### config.mk
export PLATFORM = sky130hd
export DESIGN_NAME = filter_chain_pipe
export DESIGN_NICKNAME = d
export VERILOG_FILES = /design/src/rtl/filter_chain_pipe.sv
export SDC_FILE = /design/constraint.sdc
export NUM_CORES = 1
export LEC_CHECK = 0
export ABC_AREA = 1
export ABC_CLOCK_PERIOD_IN_PS = 4500
export CAP_MARGIN = 25
export CORE_AREA = 5 5 90 176
export CTS_CLUSTER_SIZE = 16
export DETAILED_ROUTE_END_ITERATION = 12
export DIE_AREA = 0 0 95 181
export PLACE_DENSITY = 0.59
export SLEW_MARGIN = 10
export SYNTH_ARGS = -nofsm -noshare
export SYNTH_HDL_FRONTEND = slang
export SYNTH_SLANG_ARGS = --single-unit
### constraint.sdc
create_clock -name clk -period 4.5 [get_ports clk]
set_clock_uncertainty 0.05 [all_clocks]
set_input_delay 0.9 -clock clk [delete_from_list [all_inputs] [get_ports clk]]
set_output_delay 0.9 -clock clk [all_outputs]
set_load 0.05 [all_outputs]
### src/rtl/filter_chain_pipe.sv
// Four-stage pixel filter pipeline: gray, scramble, invert, dither+truncate.
// Mode is latched on start-of-frame and travels with each pixel.
module filter_chain_pipe #(
    parameter int CH_W     = 8,
    parameter int OUT_CH_W = 4,
    parameter int IMG_W    = 640
) (
    input  logic                    clk,
    input  logic                    rst,
    input  logic [3:0]              sw,
    input  logic [3*CH_W-1:0]       pix_in,
    input  logic                    in_sof,
    input  logic                    in_valid,
    output logic                    in_ready,
    output logic [3*OUT_CH_W-1:0]   pix_out,
    output logic                    out_sof,
    output logic                    out_valid,
    input  logic                    out_ready
);

    localparam int PW = 3 * CH_W;
    localparam int XW = (IMG_W > 1) ? $clog2(IMG_W) : 1;
    localparam int SH = CH_W - OUT_CH_W - 2;

    logic adv, acc;
    assign adv      = out_ready | ~out_valid;
    assign in_ready = adv & ~rst;
    assign acc      = in_valid & in_ready;

    logic [3:0]    mode_active, mode_in;
    logic [XW-1:0] x, cx;
    logic          y, cy;

    always_comb begin
        mode_in = in_sof ? sw : mode_active;
        cx      = in_sof ? '0 : x;
        cy      = in_sof ? 1'b0 : y;
    end

    // Stage registers; each carries only the mode bits still to be applied.
    logic          v1, v2, v3;
    logic          f1, f2, f3;
    logic [2:0]    m1;
    logic [1:0]    m2;
    logic          m3;
    logic          x1, x2, x3, y1, y2, y3;
    logic [PW-1:0] d1, d2, d3;

    logic [CH_W+1:0] ysum;
    logic [CH_W-1:0] yv;
    logic [PW-1:0]   gin, scr, inv;

    always_comb begin
        ysum = {2'b00, pix_in[PW-1 -: CH_W]}
             + {1'b0, pix_in[2*CH_W-1 -: CH_W], 1'b0}
             + {2'b00, pix_in[CH_W-1:0]};
        yv   = ysum[CH_W+1:2];
        gin  = mode_in[1] ? {yv, yv, yv} : pix_in;
        scr  = m1[1] ? {d1[2*CH_W-1:0], d1[PW-1 -: CH_W]} : d1;
        inv  = m2[1] ? ~d2 : d2;
    end

    logic [1:0]             bay;
    logic [CH_W-1:0]        off;
    logic [3*OUT_CH_W-1:0]  dout;

    always_comb begin
        unique case ({y3, x3})
            2'b00:   bay = 2'd0;
            2'b01:   bay = 2'd2;
            2'b10:   bay = 2'd3;
            default: bay = 2'd1;
        endcase
        off  = CH_W'(bay) << SH;
        dout = '0;
        for (int i = 0; i < 3; i++) begin
            logic [CH_W:0]   s;
            logic [CH_W-1:0] c;
            s = {1'b0, d3[i*CH_W +: CH_W]} + {1'b0, (m3 ? off : '0)};
            c = s[CH_W] ? '1 : s[CH_W-1:0];
            dout[i*OUT_CH_W +: OUT_CH_W] = c[CH_W-1 -: OUT_CH_W];
        end
    end

    always_ff @(posedge clk or posedge rst) begin
        if (rst) begin
            mode_active <= '0;
            x           <= '0;
            y           <= 1'b0;
            {v1, v2, v3, out_valid} <= '0;
            {f1, f2, f3, out_sof}   <= '0;
            m1 <= '0;
            m2 <= '0;
            m3 <= 1'b0;
            {x1, x2, x3, y1, y2, y3} <= '0;
            d1 <= '0;
            d2 <= '0;
            d3 <= '0;
            pix_out <= '0;
        end else if (adv) begin
            if (acc) begin
                if (in_sof)
                    mode_active <= sw;
                if (cx == XW'(IMG_W - 1)) begin
                    x <= '0;
                    y <= ~cy;
                end else begin
                    x <= cx + 1'b1;
                    y <= cy;
                end
            end
            v1 <= acc;
            f1 <= acc & in_sof;
            m1 <= {mode_in[3], mode_in[2], mode_in[0]};
            x1 <= cx[0];
            y1 <= cy;
            d1 <= gin;

            v2 <= v1;
            f2 <= f1;
            m2 <= {m1[2], m1[0]};
            x2 <= x1;
            y2 <= y1;
            d2 <= scr;

            v3 <= v2;
            f3 <= f2;
            m3 <= m2[0];
            x3 <= x2;
            y3 <= y2;
            d3 <= inv;

            out_valid <= v3;
            out_sof   <= f3;
            pix_out   <= dout;
        end
    end

endmodule
After elaboration in Yosys (flattened, before gate mapping) --
Index checks and enable logic that the tools add are counted.
Cells by class: shift operators 0, multiplexer cells 13, order comparisons 0, multiply operators 0, equal/unequal tests 3, bitwise gates (word level) 8, divide/modulo/power cells 0, add/subtract/negate cells 6, reductions and logical operators 2
Operator list (number):
- $mux W24 | 3
- $mux W8 | 3
- $not A24 Y24 | 1
- $mux W10 | 2
- $add A8 B8 Y9 | 2
- $add A10 B1 Y10 const B | 1
- $add A10 B8 Y10 | 1
- $add A8 B9 Y10 | 1
- $eq A10 B10 Y1 const B | 1
- $add A8 B4 Y9 | 1
- $mux W4 | 2
- $pmux W2 S3 | 1
- $and A1 B1 Y1 | 3
- $not A1 Y1 | 3
- $eq A2 B1 Y1 const B | 1
- $eq A2 B2 Y1 const B | 1
- $logic_not A2 Y1 | 1
- $mux W1 | 2
- $reduce_and A2 Y1 | 1
- $or A1 B1 Y1 | 1
Storage, ports and cells: input port bits 33, bits in latches 0, output and inout port bits 15, bits in writable memories 0, memories 0, ROM bits 0, word-level logic and storage cells 56, register bits 119

Depth between registers and ports, before layout --
Gate-level depths: netlist of the first run.
depth after elaboration 5, mapped depth 13

Least setup slack after synthesis of the first run --
No wires, ideal clock.
path type in2out, start input port out_ready, end output port in_ready, data required time 3550 ps, slack 1940 ps, path buffers 0, data arrival time 1610 ps, stages 2, cell sequence nor2_4 nor2_1
Between the ends: cells in the longest elaborated chain, start to end 2
Ends and longest elaborated chain:
- start, declared | line 18 | input logic out_ready
- $or A1 B1 Y1 | line 26 | assign adv = out_ready | ~out_valid;
- $and A1 B1 Y1 | line 27 | assign in_ready = adv & ~rst;
- end, declared | line 14 | output logic in_ready,
No other way between the ends.

Worst setup path after layout of the first run --
Same ends and word-level chain as after synthesis.

==> results of run 1 <==
[Yosys cell counts (4+ instances only)]
master and number:
sky130_fd_sc_hd__nand2_1 178, sky130_fd_sc_hd__fa_1 7, sky130_fd_sc_hd__nor2_2 4, sky130_fd_sc_hd__o21ai_0 107, sky130_fd_sc_hd__xnor2_1 6, sky130_fd_sc_hd__nor3_1 5, sky130_fd_sc_hd__ha_1 13, sky130_fd_sc_hd__nor2_1 65
sky130_fd_sc_hd__buf_2 6, sky130_fd_sc_hd__clkbuf_1 19, sky130_fd_sc_hd__o22ai_1 4, sky130_fd_sc_hd__inv_1 132, sky130_fd_sc_hd__a21oi_1 22, sky130_fd_sc_hd__o211ai_1 11, sky130_fd_sc_hd__nand3_1 38, sky130_fd_sc_hd__nand4_1 7
sky130_fd_sc_hd__dfrtp_1 101
[worst min-delay path by stage]
stage | startpoint | to | slack, ps | depth (start not counted)
6_report | pix_out[8]$_DFFE_PP0N_ | pix_out[8]$_DFFE_PP0N_ | 430 | 2
5_1_grt | f2$_DFFE_PP0N_ | f3$_DFFE_PP0N_ | 450 | 2
4_1_cts | pix_out[8]$_DFFE_PP0N_ | pix_out[8]$_DFFE_PP0N_ | 430 | 2
3_5_place_dp | f2$_DFFE_PP0N_ | f3$_DFFE_PP0N_ | 410 | 2
3_3_place_gp | y2$_DFFE_PP0N_ | y3$_DFFE_PP0N_ | 400 | 2
2_1_floorplan | v3$_DFFE_PP0N_ | out_valid$_DFFE_PP0N_ | 390 | 1
[layout by cell type, fill, tap and decap left out, types with 2 or more instances in the layout]
cell type / synthesis / final
sky130_fd_sc_hd__nand2_1: 178 / 178
sky130_fd_sc_hd__inv_1: 132 / 130
sky130_fd_sc_hd__o21ai_0: 107 / 107
sky130_fd_sc_hd__dfrtp_1: 101 / 101
sky130_fd_sc_hd__nor2_1: 65 / 65
sky130_fd_sc_hd__clkdlybuf4s50_1: 0 / 47
sky130_fd_sc_hd__nand3_1: 38 / 38
sky130_fd_sc_hd__a21oi_1: 22 / 22
sky130_fd_sc_hd__ha_1: 13 / 13
sky130_fd_sc_hd__o211ai_1: 11 / 11
sky130_fd_sc_hd__clkbuf_16: 0 / 9
sky130_fd_sc_hd__nand4_1: 7 / 7
sky130_fd_sc_hd__fa_1: 7 / 7
sky130_fd_sc_hd__xnor2_1: 6 / 6
sky130_fd_sc_hd__buf_4: 3 / 6
sky130_fd_sc_hd__nor3_1: 5 / 5
sky130_fd_sc_hd__o22ai_1: 4 / 4
sky130_fd_sc_hd__nor2_2: 4 / 4
sky130_fd_sc_hd__inv_6: 0 / 4
sky130_fd_sc_hd__or2_2: 3 / 3
sky130_fd_sc_hd__o21ai_1: 2 / 2
sky130_fd_sc_hd__nand3b_1: 2 / 2
sky130_fd_sc_hd__nand3_2: 2 / 2
[registers in the layout, summed over array words and instances, names as in the netlist, 2 cells and up]
signal,flops
d1,18
d2,18
d3,18
m1,3
m2,2
mode_active,4
pix_out,12
x,10
[cell type report]
cell class / count / share of cell area
well taps: 192 / 0.0368
clock buffers: 9 / 0.0345
clock inverters: 7 / 0.00978
inverters: 132 / 0.0763
repair buffers: 54 / 0.0821
multi-input cells: 484 / 0.373
flip-flops and latches: 101 / 0.387
[layer usage]
layer / share of wire / vias to the layer above
met5: 0 / -
li1: - / 2425
met3: 0.027 / 18
met2: 0.54 / 71
met4: 0.021 / 0
met1: 0.41 / 2143
[report_power, final]
group / total (mW) / internal [mW] / switching [mW]
logic: 1.49 / 0.534 / 0.957
clock network: 0.744 / 0.387 / 0.357
registers: 1.49 / 1.27 / 0.222
[critical path: stages]
cell                              delay [ps]
sky130_fd_sc_hd__clkdlybuf4s50_1         500
sky130_fd_sc_hd__nor2_4                   50
sky130_fd_sc_hd__nor2_1                  120
sky130_fd_sc_hd__clkdlybuf4s50_1         820
[metrics by stage]
| stage | power [mW] | setup slack [ps] | cells | cell area [um^2] |
|---|---|---|---|---|
| after CTS | 3.79 | 1140 | 979 | 6530 |
| after global routing | 4.08 | 1100 | 979 | 6530 |
| after global placement | 2.97 | 1140 | 963 | 6240 |
| final | 3.73 | 1160 | 979 | 6530 |
| after floorplan | 2.60 | 903 | 748 | 5600 |
| after detailed placement | 3.02 | 1140 | 963 | 6240 |
[cell families after synthesis]
family | after synthesis | synth area share
flops | 101 | 0.451
compound gates | 150 | 0.142
buf+inv | 163 | 0.114
xor+xnor | 7 | 0.0109
fa+ha+maj | 20 | 0.0541
simple gates | 307 | 0.228
==> results.json, run 1 <==
{
  "fin_nets": 835,
  "grt_max_degree": 59,
  "timing.critical_path.required_ps": 3550,
  "cts_setup_buffers": 0,
  "port_buffers": 47,
  "detailedPlacementHpwl_um": 8440,
  "worst_setup_path_end_kind": "output pin",
  "crit_end": "in_ready",
  "avgRoutedWirePerCell_um": 11.6,
  "drt_iter0_drc": 247,
  "synth-warning-count": 0,
  "netlist.top_cell.by_area": "sky130_fd_sc_hd__dfrtp_1",
  "coreArea_mm2": 0.0143,
  "clockRootBuffer": "sky130_fd_sc_hd__clkbuf_16",
  "status": "complete, no violations",
  "synth_top_cell_area_share": 0.451,
  "chipHeight_um": 181,
  "multiInputGateArea_mm2": 0.00244,
  "grt.busiest_layer": "met2",
  "tritoncts.num_buffers": 9,
  "antenna_found_initial": 0,
  "cts_num_sinks": 101,
  "synth.avg_cell_area_um2": 7.49,
  "timing.slew.headroom": 0.366,
  "fmax_mhz": 299,
  "rows": 62,
  "cts_max_level": 3,
  "period_minus_slack_ps": 3340,
  "num_io_pins": 48,
  "hold_ws_ps": 427,
  "r2r_worst_path_depth": 8,
  "synthesis.area_mm2": 0.00560,
  "clk_transition_reported_paths_ps": 70,
  "final_period_utilization": 0.743,
  "relative_area_change_from_synthesis_to_final_layout_pct": 16.5,
  "power_per_cell_area_mw_per_mm2": 571,
  "finalMaxSlewViolations": 0,
  "critical_path.reg2reg.startpoint": "out_valid$_DFFE_PP0N_",
  "worstSetupPathType": "input port to output pin",
  "ir_drop_v": 0.000195,
  "synth_seq_area_share": 0.451,
  "number_of_instances_in_the_synthesized_netlist": 748,
  "worst_skew_pair.late_latency_ps": 350,
  "antenna_cells_inserted": 0,
  "netlist_top_cells_area": "sky130_fd_sc_hd__dfrtp_1, sky130_fd_sc_hd__nand2_1, sky130_fd_sc_hd__o21ai_0, sky130_fd_sc_hd__inv_1, sky130_fd_sc_hd__nor2_1",
  "post_route_cells_drive_above_1_share": 0.0470,
  "globalRouteTotalUtil": 0.143,
  "worst_slew_pin_slew_ps": 952,
  "globalplace.congestion": 0.815,
  "path_max_fanout": 2,
  "drt-pass1-iter-count": 4,
  "cts-resized-gates": 0,
  "globalRouteMet3Util": 0.0196,
  "cts_tree": "yes",
  "finalWirelength_um": 11300,
  "proportion_of_synthesized_flip_flops_having_asynchronous_set_or_reset": 1.00,
  "globalRouteOverflowTotal": 0,
  "final_core_util": 0.457,
  "setup_viol": 0,
  "cts_hold_buffers": 0,
  "synth-edff-count": 0,
  "grt_pass1_vias": 4617,
  "dr_vias_cell": 4.76,
  "cts_buffer_depth": 2,
  "timing.reg2reg.setup_slack_ps": 2310,
  "hold_viol": 0,
  "start_util": 0.392,
  "global_route_wire_length_before_repair_um": 20100,
  "synth_ff_type": "sky130_fd_sc_hd__dfrtp_1",
  "cp_data_arrival_time_ps": 2390,
  "dieArea_mm2": 0.0172,
  "tns_ps": 0,
  "holdCritPathClass": "register to register",
  "crit_path_start": "out_ready",
  "cap_viol_max_count": 0,
  "grt_use_met2": 0.264,
  "setup_repair_after_global_routing_missed_its_margin": "no",
  "ff_to_ff_end": "d1[15]$_DFFE_PP0N_",
  "nFillCells": 1471,
  "power.leakage_nw": 3.24,
  "met1_grt_util": 0.157,
  "die_width_um": 95,
  "routed-via-count": 4657,
  "drc": 0,
  "critical_path.startpoint_type": "input port",
  "layout.area.seq_mm2": 0.00253,
  "detail-route-antenna-nets": 0,
  "ys_ff_latch": 101,
  "post_synth_num_cell_types": 32,
  "postSynthNetCount": 801
}
Power figures use the tool's default switching activity.
==> inputs of run 2 (changes only) <==
--- a/config.mk
+++ b/config.mk
@@ -6,7 +6,7 @@
 export NUM_CORES = 1
 export LEC_CHECK = 0
 export ABC_AREA = 1
-export ABC_CLOCK_PERIOD_IN_PS = 4500
+export ABC_CLOCK_PERIOD_IN_PS = 3300
 export CAP_MARGIN = 25
 export CORE_AREA = 5 5 90 176
 export CTS_CLUSTER_SIZE = 16
==> constraint.sdc (replaced) <==
create_clock -name clk -period 3.3 [get_ports clk]
set_clock_uncertainty 0.05 [all_clocks]
set_input_delay 0.66 -clock clk [delete_from_list [all_inputs] [get_ports clk]]
set_output_delay 0.66 -clock clk [all_outputs]
set_load 0.05 [all_outputs]
==> results.json, run 2 (same netlist as run 1, synthesis figures left out) <==
{
  "layout.cells.most_common": "sky130_fd_sc_hd__nand2_1",
  "drt-pass1-iter-count": 5,
  "seq_power_share": 0.406,
  "cts_tree": "yes",
  "cp_data_arrival_time_ps": 2760,
  "timing.critical_path.required_ps": 3510,
  "tritoncts.num_buffers": 9,
  "critical_path.top_delay_family": "adder cells",
  "clk_transition_reported_paths_ps": 70,
  "worst_setup_path_end_kind": "register",
  "total_switching_power_mw": 2.08,
  "power.clock.fraction": 0.194,
  "finalMaxSlewViolations": 0,
  "most-common-layout-cells": "sky130_fd_sc_hd__nand2_1, sky130_fd_sc_hd__inv_1, sky130_fd_sc_hd__o21ai_0",
  "cp.buffers_inverters": 2,
  "power_per_cell_area_mw_per_mm2": 774,
  "setup_viol": 0,
  "drt_iter0_drc": 202,
  "globalRouteMet3Util": 0.0237,
  "grt.busiest_layer": "met2",
  "crit_slowest_cell": "sky130_fd_sc_hd__clkdlybuf4s50_1",
  "status": "complete, no violations",
  "worst_slack_ps": 747,
  "power.combinational.fraction": 0.400,
  "worst_slew_pin_slew_ps": 946,
  "crit_path_cell_trace": "clkdlybuf4s50_1 > fa_1 > ha_1 > nand2_1 > inv_1 > a21oi_1 > nand2_1 > nand2_1 > nand3_1 > a21oi_1",
  "drc": 0,
  "antenna_cells_inserted": 0,
  "period_minus_slack_ps": 2550,
  "finalWirelength_um": 11600,
  "port_buffers": 47,
  "fin_nets": 837,
  "relative_area_change_from_synthesis_to_final_layout_pct": 17.0,
  "internal_power_mw": 2.99,
  "timing.slew.headroom": 0.369,
  "grt_pass1_vias": 4697,
  "grt_max_degree": 89,
  "cts_buffer_depth": 2,
  "cts_setup_buffers": 0,
  "avgRoutedWirePerCell_um": 11.9,
  "detail-route-antenna-nets": 0,
  "ir_drop_v": 0.000272,
  "globalplace.congestion": 0.831,
  "post_route_cells_drive_above_1_share": 0.0494,
  "antenna_found_initial": 0,
  "worstSetupPathType": "input port to register",
  "setup_repair_after_global_routing_missed_its_margin": "no",
  "final_period_utilization": 0.774,
  "cap_viol_max_count": 0,
  "power.leakage_nw": 3.25,
  "worst_skew_pair.late_latency_ps": 340,
  "num_io_pins": 48,
  "dr_vias_cell": 4.75,
  "global_route_wire_length_before_repair_um": 20700,
  "hold_viol": 0,
  "routed-via-count": 4657,
  "switching_share": 0.411,
  "critical_path.startpoint_type": "input port",
  "largest_registers": "d1 x18, d2 x18, d3 x18",
  "cpPeakStageDelay_ps": 510,
  "dieArea_mm2": 0.0172,
  "globalRouteOverflowTotal": 0,
  "coreArea_mm2": 0.0143,
  "timing.critical_path.mode_cell": "sky130_fd_sc_hd__nand2_1",
  "cts-resized-gates": 0,
  "clockRootBuffer": "sky130_fd_sc_hd__clkbuf_16",
  "met1_grt_util": 0.173,
  "chipHeight_um": 181,
  "path_max_fanout": 5,
  "grt_use_met2": 0.263,
  "globalRouteTotalUtil": 0.148,
  "die_width_um": 95,
  "tns_ps": 0,
  "cts_hold_buffers": 0,
  "dp_worst_setup_slack_ps": 390,
  "start_util": 0.392,
  "fmax_mhz": 392,
  "cts_num_sinks": 101,
  "detailedPlacementHpwl_um": 8470,
  "hold_ws_ps": 427,
  "cts_max_level": 3,
  "rows": 62,
  "holdCritPathClass": "register to register"
}
run 2: cell count changes in the layout (fill, tap and decap cells not counted):
cell / before / now
sky130_fd_sc_hd__buf_12: 1 / 3
sky130_fd_sc_hd__buf_4: 6 / 7
sky130_fd_sc_hd__clkbuf_1: 0 / 1
sky130_fd_sc_hd__clkdlybuf4s50_1: 47 / 46
sky130_fd_sc_hd__clkinv_4: 0 / 3
sky130_fd_sc_hd__clkinv_8: 1 / 0
sky130_fd_sc_hd__clkinvlp_4: 1 / 2
sky130_fd_sc_hd__inv_4: 1 / 0
sky130_fd_sc_hd__inv_6: 4 / 1
run 2: power groups by stage:
stage | Clock (mW) | Combinational, mW | Sequential, mW
after floorplan | 0 | 1.28 | 2.26
final | 0.983 | 2.03 | 2.06
after CTS | 1.02 | 2.07 | 2.06
after detailed placement | 0 | 2.05 | 2.08
after global routing | 1.07 | 2.33 | 2.14
after global placement | 0 | 2.02 | 2.06
run 2: through the flow:
stage	instances	util	power [mW]	cell area, um^2
after floorplan	748	-	3.54	5610
after global placement	965	0.440	4.08	6280
after detailed placement	965	0.440	4.14	6280
after CTS	981	0.459	5.15	6550
after global routing	981	0.459	5.54	6550
final	981	0.459	5.07	6550
run 2: path summary, 6_finish.rpt:
kind | start | end | slack (ps) | cells after the start
max | pix_in[14] | d1[6]$_DFFE_PP0N_ | 750 | 10
min | y1$_DFFE_PP0N_ | y2$_DFFE_PP0N_ | 430 | 2
max reg2reg | x3$_DFFE_PP0N_ | pix_out[5]$_DFFE_PP0N_ | 1300 | 10
min reg2reg | y1$_DFFE_PP0N_ | y2$_DFFE_PP0N_ | 430 | 2
max in group asynchronous | rst | d2[12]$_DFFE_PP0N_ | 1840 | 3
min in group asynchronous | rst | v3$_DFFE_PP0N_ | 610 | 2
run 2: layer usage:
metal  wire length (um)  vias to the layer above
li1                   -                     2423
met1               4850                     2137
met2               6230                       77
met3                285                       20
met4                283                        0
met5                  0                        -
run 2: worst register-to-register path, cell delays in order (launching register included):
cell and delay (ps):
sky130_fd_sc_hd__dfrtp_1 360, sky130_fd_sc_hd__inv_1 60, sky130_fd_sc_hd__ha_1 280, sky130_fd_sc_hd__nor2_1 300
sky130_fd_sc_hd__ha_1 330, sky130_fd_sc_hd__nand2_1 110, sky130_fd_sc_hd__nand2_1 120, sky130_fd_sc_hd__nand2_1 120
sky130_fd_sc_hd__nand3_1 80, sky130_fd_sc_hd__nand2_1 60, sky130_fd_sc_hd__nand2_1 40
run 2: cell type report:
class / count / area, um^2
multi-input cells: 484 / 2440
inverters: 132 / 499
clock buffers: 10 / 229
well taps: 192 / 240
flip-flops and latches: 101 / 2530
clock inverters: 6 / 47.5
repair buffers: 56 / 573
fillers: 1481 / 7720
